`src/rtl/dmem_arbiter.sv`:
```
// dmem_arbiter
// Two-port arbiter in front of a single data memory. Port 0 is the core LSU
// and port 1 is the loader/DMA. One transaction is in flight at a time:
// a request is granted and latched in IDLE, checked and issued in ISSUE,
// merged for byte/half stores in WRITE, and answered in RESP.
//
// Ports
//   clk, resetn            single clock, asynchronous active-low reset
//   mN_req_*               request channel of port N (valid/ready handshake,
//                          we, size, unsigned, addr, right-aligned wdata)
//   mN_rsp_*               response channel of port N (valid/ready handshake,
//                          formatted rdata, err)
//   mem_read_address       combinational read address (4 bytes, little-endian)
//   mem_read_data          combinational read result
//   mem_write_en/_address/_data  full-word write taken at the next clock edge
//   busy                   high whenever the arbiter is not idle
module dmem_arbiter #(
  parameter int unsigned DEPTH_BYTES = 1024
) (
  input  logic        clk,
  input  logic        resetn,

  input  logic        m0_req_valid,
  output logic        m0_req_ready,
  input  logic        m0_req_we,
  input  logic [1:0]  m0_req_size,
  input  logic        m0_req_unsigned,
  input  logic [31:0] m0_req_addr,
  input  logic [31:0] m0_req_wdata,
  output logic        m0_rsp_valid,
  input  logic        m0_rsp_ready,
  output logic [31:0] m0_rsp_rdata,
  output logic        m0_rsp_err,

  input  logic        m1_req_valid,
  output logic        m1_req_ready,
  input  logic        m1_req_we,
  input  logic [1:0]  m1_req_size,
  input  logic        m1_req_unsigned,
  input  logic [31:0] m1_req_addr,
  input  logic [31:0] m1_req_wdata,
  output logic        m1_rsp_valid,
  input  logic        m1_rsp_ready,
  output logic [31:0] m1_rsp_rdata,
  output logic        m1_rsp_err,

  output logic [31:0] mem_read_address,
  input  logic [31:0] mem_read_data,
  output logic [31:0] mem_write_address,
  output logic        mem_write_en,
  output logic [31:0] mem_write_data,

  output logic        busy
);

  typedef enum logic [1:0] {
    IDLE  = 2'd0,
    ISSUE = 2'd1,
    WRITE = 2'd2,
    RESP  = 2'd3
  } state_t;

  state_t state, state_next;

  // Latched transaction
  logic        port;
  logic        last_grant;
  logic        we_q;
  logic [1:0]  size_q;
  logic        uns_q;
  logic [31:0] addr_q;
  logic [31:0] wdata_q;
  logic [31:0] rdata_q;
  logic        err_q;
  logic [31:0] merge_q;

  // Arbitration
  logic        grant_port;
  logic        any_valid;
  logic        accept;

  // Selected request fields of the granted port
  logic        sel_we;
  logic [1:0]  sel_size;
  logic        sel_uns;
  logic [31:0] sel_addr;
  logic [31:0] sel_wdata;

  // ISSUE-stage decode
  logic [2:0]  nbytes;
  logic [32:0] end_addr;
  logic        access_err;
  logic        ext_bit;
  logic [31:0] load_fmt;
  logic [31:0] merged;

  // Round-robin: on a tie the port that did not win last time is chosen;
  // a lone requester always wins.
  always_comb begin
    any_valid  = m0_req_valid | m1_req_valid;
    grant_port = (m0_req_valid && m1_req_valid) ? ~last_grant : m1_req_valid;
  end

  always_comb begin
    if (grant_port) begin
      sel_we    = m1_req_we;
      sel_size  = m1_req_size;
      sel_uns   = m1_req_unsigned;
      sel_addr  = m1_req_addr;
      sel_wdata = m1_req_wdata;
    end else begin
      sel_we    = m0_req_we;
      sel_size  = m0_req_size;
      sel_uns   = m0_req_unsigned;
      sel_addr  = m0_req_addr;
      sel_wdata = m0_req_wdata;
    end
  end

  // Error check. The end address is formed one bit wider so an address near
  // 2^32 cannot wrap around and look in range.
  always_comb begin
    case (size_q)
      2'b00:   nbytes = 3'd1;
      2'b01:   nbytes = 3'd2;
      2'b10:   nbytes = 3'd4;
      default: nbytes = 3'd0;
    endcase
    end_addr   = {1'b0, addr_q} + {30'd0, nbytes};
    access_err = (size_q == 2'b11)
              || ((size_q == 2'b01) && addr_q[0])
              || ((size_q == 2'b10) && (addr_q[1:0] != 2'b00))
              || (end_addr > 33'(DEPTH_BYTES));
  end

  // Load formatting and read-modify-write merge
  always_comb begin
    ext_bit  = 1'b0;
    load_fmt = mem_read_data;
    case (size_q)
      2'b00: begin
        ext_bit  = ~uns_q & mem_read_data[7];
        load_fmt = {{24{ext_bit}}, mem_read_data[7:0]};
      end
      2'b01: begin
        ext_bit  = ~uns_q & mem_read_data[15];
        load_fmt = {{16{ext_bit}}, mem_read_data[15:0]};
      end
      default: load_fmt = mem_read_data;
    endcase
  end

  always_comb begin
    if (size_q == 2'b00) begin
      merged = {merge_q[31:8], wdata_q[7:0]};
    end else begin
      merged = {merge_q[31:16], wdata_q[15:0]};
    end
  end

  // Next state and memory-side outputs
  always_comb begin
    state_next        = state;
    accept            = 1'b0;
    m0_req_ready      = 1'b0;
    m1_req_ready      = 1'b0;
    mem_read_address  = '0;
    mem_write_address = '0;
    mem_write_en      = 1'b0;
    mem_write_data    = '0;

    case (state)
      IDLE: begin
        // ready is gated by resetn so it cannot rise while reset is held
        if (any_valid && resetn) begin
          accept       = 1'b1;
          m0_req_ready = ~grant_port;
          m1_req_ready = grant_port;
          state_next   = ISSUE;
        end
      end

      ISSUE: begin
        if (access_err) begin
          state_next = RESP;
        end else if (!we_q) begin
          mem_read_address = addr_q;
          state_next       = RESP;
        end else if (size_q == 2'b10) begin
          mem_write_en      = 1'b1;
          mem_write_address = addr_q;
          mem_write_data    = wdata_q;
          state_next        = RESP;
        end else begin
          mem_read_address = addr_q;
          state_next       = WRITE;
        end
      end

      WRITE: begin
        mem_write_en      = 1'b1;
        mem_write_address = addr_q;
        mem_write_data    = merged;
        state_next        = RESP;
      end

      RESP: begin
        if ((port == 1'b0 && m0_rsp_ready) || (port == 1'b1 && m1_rsp_ready)) begin
          state_next = IDLE;
        end
      end

      default: state_next = IDLE;
    endcase
  end

  // Response channels: only the granted port sees valid/data/err
  assign m0_rsp_valid = (state == RESP) && (port == 1'b0);
  assign m1_rsp_valid = (state == RESP) && (port == 1'b1);
  assign m0_rsp_rdata = m0_rsp_valid ? rdata_q : '0;
  assign m1_rsp_rdata = m1_rsp_valid ? rdata_q : '0;
  assign m0_rsp_err   = m0_rsp_valid & err_q;
  assign m1_rsp_err   = m1_rsp_valid & err_q;
  assign busy         = (state != IDLE);

  always_ff @(posedge clk or negedge resetn) begin
    if (!resetn) begin
      state      <= IDLE;
      last_grant <= 1'b1;
      port       <= 1'b0;
      we_q       <= 1'b0;
      size_q     <= '0;
      uns_q      <= 1'b0;
      addr_q     <= '0;
      wdata_q    <= '0;
      rdata_q    <= '0;
      err_q      <= 1'b0;
      merge_q    <= '0;
    end else begin
      state <= state_next;
      if (accept) begin
        port       <= grant_port;
        last_grant <= grant_port;
        we_q       <= sel_we;
        size_q     <= sel_size;
        uns_q      <= sel_uns;
        addr_q     <= sel_addr;
        wdata_q    <= sel_wdata;
      end
      if (state == ISSUE) begin
        err_q   <= access_err;
        rdata_q <= (access_err || we_q) ? '0 : load_fmt;
        merge_q <= mem_read_data;
      end
    end
  end

endmodule
```
`config.mk`:
```
export PLATFORM = sky130hd
export DESIGN_NAME = dmem_arbiter
export DESIGN_NICKNAME = d
export VERILOG_FILES = /design/src/rtl/dmem_arbiter.sv
export SDC_FILE = /design/constraint.sdc
export NUM_CORES = 1
export LEC_CHECK = 0
export ABC_AREA = 1
export CAP_MARGIN = 20
export CORE_MARGIN = 3
export CORE_UTILIZATION = 45
export CTS_CLUSTER_DIAMETER = 200
export DETAILED_ROUTE_END_ITERATION = 10
export GPL_TIMING_DRIVEN = 0
export PLACE_DENSITY_LB_ADDON = 0.1
export SLEW_MARGIN = 20
export SYNTH_ARGS = -nofsm -noshare
export SYNTH_HDL_FRONTEND = slang
export SYNTH_SLANG_ARGS = --single-unit
```
`constraint.sdc`:
```
create_clock -name clk -period 4.4 [get_ports clk]
set_input_delay 0.44 -clock clk [delete_from_list [all_inputs] [get_ports clk]]
set_output_delay 0.44 -clock clk [all_outputs]
set_load 0.02 [all_outputs]
```
### After elaboration in Yosys (flattened, before gate mapping)

Index checks and enable logic that the tools add are counted.

* bitwise logic cells: 9
* $add $sub $neg: 1
* mux-type cells: 40
* eq/ne operators: 8
* reduce and logical (&&, ||, !) cells: 18
* magnitude comparators: 1

Operator list (number)
* 32-bit 2-to-1 mux: 15
* 32-bit case mux with 2 select lines: 3
* 32-bit by 3-bit adder with 33-bit output: 1
* 33-bit by 11-bit greater-than comparator with 1-bit output (second input constant): 1
* 16-bit 2-to-1 mux: 1
* 1-bit 2-to-1 mux: 15
* 3-bit case mux with 3 select lines: 1
* 2-bit == test (second input constant): 4
* 1-bit logical AND: 8
* 2-bit case mux with 4 select lines: 1
* 2-bit 2-to-1 mux: 3
* 1-bit logical OR: 5
* 1-bit AND: 4
* 2-bit by 1-bit == test with 1-bit output (second input constant): 2
* 2-bit zero test: 2
* 2-bit inequality test (second input constant): 2
* 1-bit inverter: 4
* 2-bit nonzero test: 2
* 1-bit case mux with 2 select lines: 1
* 2-bit AND reduction: 1
* 1-bit bitwise OR: 1

* input bits: 174
* bits in registers: 137

### Depth between registers and ports, before layout

* word-level depth: 7
* depth in mapped cells: 24
* gate-level depth less buffers: 22

### Least setup slack after synthesis

Ideal clock, no wire load.

* path kind: register to output
* start: reg size_q[1]
* end: out mem_read_address[0]
* stages on the path, launching flop included: 22
* arrival: 3.534 ns
* setup slack: 0.426 ns
* buffers on the path: 2
* path through: dfrtp_1 > inv_1 > clkbuf_1 > nor2_1 > clkinv_1 > ha_1 > inv_1 > nand2_1 > nand2_2 > nand2_1 > nor2_2 > nand2_1 > nand2_1 > nand2_1 > nor2_2 > nand2_1 > nor2_1 > nor2_1 > nor2_8 > nand3_1 > buf_2 > nor3_1

* word-level cells in the longest chain between the ends: 7
* elaborated cells between the ends (all ways): 16
* classes of those cells: add/sub (1); order compare (1); eq/ne (3); mux (5); reduce/logical (6)

Ends and longest elaborated chain
* start: declaration: RTL line 69 `logic [1:0] size_q;`
* start signal: assignment: RTL line 245 `size_q <= sel_size;`
* 2-bit == test, or another cell as far along: RTL line 123, 132, 189
* 3-bit case mux with 3 select lines / 1-bit logical AND (equally long branches): RTL line 123, 131
* 32-bit by 3-bit adder with 33-bit output / 1-bit logical OR (equally long branches): RTL line 129, 131
* 33-bit by 11-bit greater-than comparator with 1-bit output / 1-bit logical OR (equally long branches): RTL line 133, 132
* 1-bit logical OR: RTL line 133 `|| (end_addr > 33'(DEPTH_BYTES));`
* 32-bit 2-to-1 mux (*): RTL line 184 `if (access_err) begin`
* 32-bit 2-to-1 mux (*): RTL line 172 `case (state)`
* end: declaration: RTL line 47 `output logic [31:0] mem_read_address,`

Every way passes the cells marked *; elsewhere a longest branch is shown, timed or not.

### Worst setup path after layout

* start: reg size_q[1]
* end: out mem_write_data[24]

* word-level cells in the longest chain between the ends: 7
* elaborated cells between the ends (all ways): 16
* classes of those cells: add/sub (1); order compare (1); eq/ne (3); mux (5); reduce/logical (6)

Ends and longest elaborated chain
* 2-bit == test, or another cell as far along: RTL line 123, 132, 189
* 3-bit case mux with 3 select lines / 1-bit logical AND (equally long branches): RTL line 123, 131
* 32-bit by 3-bit adder with 33-bit output / 1-bit logical OR (equally long branches): RTL line 129, 131
* 33-bit by 11-bit greater-than comparator with 1-bit output / 1-bit logical OR (equally long branches): RTL line 133, 132
* 1-bit logical OR: RTL line 133
* 32-bit 2-to-1 mux (*): RTL line 184
* 32-bit case mux with 2 select lines (*): RTL line 172
* end: declaration: RTL line 51 `output logic [31:0] mem_write_data,`

Marks and branches as above.

==> results_dict.tcl <==
set metrics [dict create \
    drc 0 \
    coreArea_mm2 0.0190 \
    cp_num_buf_inv 3 \
    grt_pass1_vias 10140 \
    clockBufferDepth 2 \
    syn-instance-count 1353 \
    htreeDepth 4 \
    firstDrtPassIters 5 \
    critPathKind "register to output pin" \
    setup_viol 0 \
    wl_per_cell_um 17.9 \
    async_flop_share_pct 100 \
    cts_tree "yes" \
    synthesis.area_mm2 0.00882 \
    path_cells "nor2_4, buf_6, ha_4, fa_1, or2_2, nor2_1, nand2_1, nor2_1, nand3_1, nor2_2, nand2_1, nor2_1, nor2_1, nor2_8, buf_4, nand4_1, a21oi_2, clkdlybuf4s15_2" \
    yosysUniqueCellTypes 40 \
    cp_num_cells 18 \
    post-dp-hpwl_mm 27.7 \
    whs_path_depth 2 \
    rows 50 \
    max_stage_delay_ns 0.47 \
    status "complete, no violations" \
    worst-endpoint-arrival_ns 3.86 \
    start_util_pct 46.5 \
    ys_warn_count 0 \
    slew_viol_final 0 \
    vias 10535 \
    timing.final.crit_share_pct 97.7 \
    ir_drop_v 0.000377 \
    via_per_inst 5.26 \
    tightest_slew_ns 0.818 \
    postLayoutCoreUtil_pct 69.7 \
    syn_avg_cell_area_um2 6.52 \
    worstSetupEndpointType "output pin" \
    finalSetupTns_ns 0 \
    overflow 0 \
    drt-total-wl_mm 35.8 \
    yosysSeqAreaShare_pct 36.6 \
    hold_violations 0 \
    rr_worst_depth 20 \
    drive_gt1_share_pct 13.4 \
    antenna_left 0 \
    worstPathMaxFanout 10 \
    pin_count 342 \
    clk_pin_slew_worst_paths_ns 0.06 \
    slowest_stage "dfrtp_2" \
    max_freq_ghz 0.233 \
    syn2layout_area_growth_pct 49.7 \
    rsz0062_at_grt "yes" \
    die_x_um 146 \
    power_density_mw_per_mm2 550 \
    routabilityCongestion 0.905 \
    track_usage_pct 32.5 \
    crit_path_start_kind "register" \
    path_common_cell "nor2_1" \
    synth_area_leader_cell "dfrtp_1" \
    fin_nets 1910 \
    synthFlopType "dfrtp_1" \
    clock_sinks 129 \
    port_buffers 320 \
    finalClockSkew_ns 0.0108 \
    die_h_um 146 \
    crit_family "simple AND/OR/NAND/NOR gates" \
    root_buffer "clkbuf_16" \
    antenna_found_initial 1 \
    min_period_ns 4.30 \
    cts_made_buffers 17 \
    synth_edf_count 0 \
    insertion_delay_ns 0.44 \
    drt_iter0_markers 812 \
    grt_pass1_wl_mm 55.2 \
    cp.required_ns 3.96 \
    synth_top_area_share_pct 36.3 \
    slew_headroom_pct 45.5 \
    holdCritPathClass "register to register" \
    grt_max_degree 90 \
    drv_cap 0 \
    p_leak_nw 5.73 \
    die_area_mm2 0.0213 \
    yosys-top-cells-area "dfrtp_1 (36%), nand2_1 (19%), nor2_1 (8.0%)" \
    synth_seq_cells 129 \
]
## layout by cell type (no fill, tap or decap), drive strengths merged, types with 9 or more instances in the layout
| cell type | netlist | routed |
|---|---|---|
| o21ai | 59 | 59 |
| clkbuf | 62 | 94 |
| nand3 | 83 | 83 |
| clkdlybuf4s15 | 0 | 10 |
| nand2 | 479 | 479 |
| nand4 | 40 | 41 |
| nor2 | 198 | 198 |
| inv | 113 | 122 |
| o22ai | 9 | 9 |
| o211ai | 32 | 32 |
| dfrtp | 128 | 128 |
| conb | 1 | 21 |
| nor3 | 41 | 41 |
| a21oi | 51 | 51 |
| buf | 36 | 78 |
| clkdlybuf4s50 | 0 | 266 |
## flip-flops by register name, summed over array words and instances, names as in the netlist
register,flops
addr_q,32
rdata_q,32
wdata_q,32
merge_q,24
size_q,2
state,2
err_q,1
last_grant,1
port,1
uns_q,1
we_q,1
## layer usage
| layer | GRT usage (%) | vias up | share of wire (%) |
|---|---|---|---|
| li1 | - | 5054 | - |
| met1 | 41.5 | 4903 | 40 |
| met2 | 54.3 | 509 | 48 |
| met3 | 8.78 | 69 | 9.2 |
| met4 | 9.88 | 0 | 2.8 |
| met5 | 0 | - | 0 |
## synth_stat cells, types with 22 or more instances
cell type  instances
a21oi_1           51
buf_4             24
clkbuf_1          62
dfrtp_1          128
inv_1            108
nand2_1          456
nand2_2           22
nand3_1           82
nand4_1           39
nor2_1           187
nor3_1            41
o211ai_1          32
o21ai_0           36
## per-stage QoR
step | power, mW | hold WS [ns] | instance area, um2 | cells | worst slack, ns
after global placement | 5.56 | 0.456 | 12400 | 1953 | -5.54
after CTS | 7.12 | 0.481 | 13300 | 1999 | -0.0254
after detailed placement | 5.59 | 0.337 | 12500 | 1954 | -1.38
after global routing | 7.72 | 0.496 | 13200 | 2002 | -0.0838
after floorplan | 4.16 | 0.144 | 8900 | 1373 | 0.426
final | 7.27 | 0.480 | 13200 | 2002 | 0.101
## worst register-to-register path: cells and delay by family, from the launching register on
| kind | cells | cell delay [ns] |
|---|---|---|
| compound gates | 1 | 0.05 |
| fa+ha+maj | 2 | 0.56 |
| buf+inv | 3 | 0.45 |
| flops | 1 | 0.47 |
| simple gates | 14 | 1.73 |
## cell type report
type	instances	area [um2]
fillers	1659	5740
multi-input cells	1033	4930
flip-flops and latches	129	3230
repair buffers	336	3200
plain buffers	97	503
inverters	114	434
clock buffers	17	425
well taps	260	325
clock inverters	15	165
diodes	1	2.50
## cell families (layout without fill, tap and decap cells)
logic type / count (synthesis) / after routing / share of synthesized area (%)
buffers and inverters: 212 / 579 / 10.4
AO/OA/AOI/OAI: 154 / 154 / 10.7
AND/OR/NAND/NOR: 846 / 847 / 40.7
other: 1 / 22 / 0.0425
flip-flops: 129 / 129 / 36.6
adder cells (fa/ha/maj): 8 / 8 / 1.22
XOR/XNOR: 3 / 3 / 0.298
## repair_timing
action	in CTS	in global routing
hold buffers	2	0
pin swaps	5	6
hold endpoints to repair	39	0
setup buffers	12	1
cloned	0	1
gates resized for setup	151	107
setup endpoints to repair	86	53
## power breakdown
part / internal (mW) / switching (mW) / leakage, nW / total, mW
clock network: 0.805 / 0.639 / 0.284 / 1.44
logic: 1.20 / 2.57 / 3.81 / 3.77
registers: 1.62 / 0.439 / 1.64 / 2.06
## final timing paths
kind	start	to	slack (ns)
worst min-delay path	merge_q[23]	merge_q[23]	0.48
max in group asynchronous	resetn	wdata_q[14]	3.36
worst min register to register	merge_q[23]	merge_q[23]	0.48
worst max register to register	size_q[1]	rdata_q[15]	1.08
worst max-delay path	size_q[1]	mem_write_data[24]	0.10
min in group asynchronous	resetn	last_grant	0.56
No activity file was read; power rests on OpenSTA's default activity.
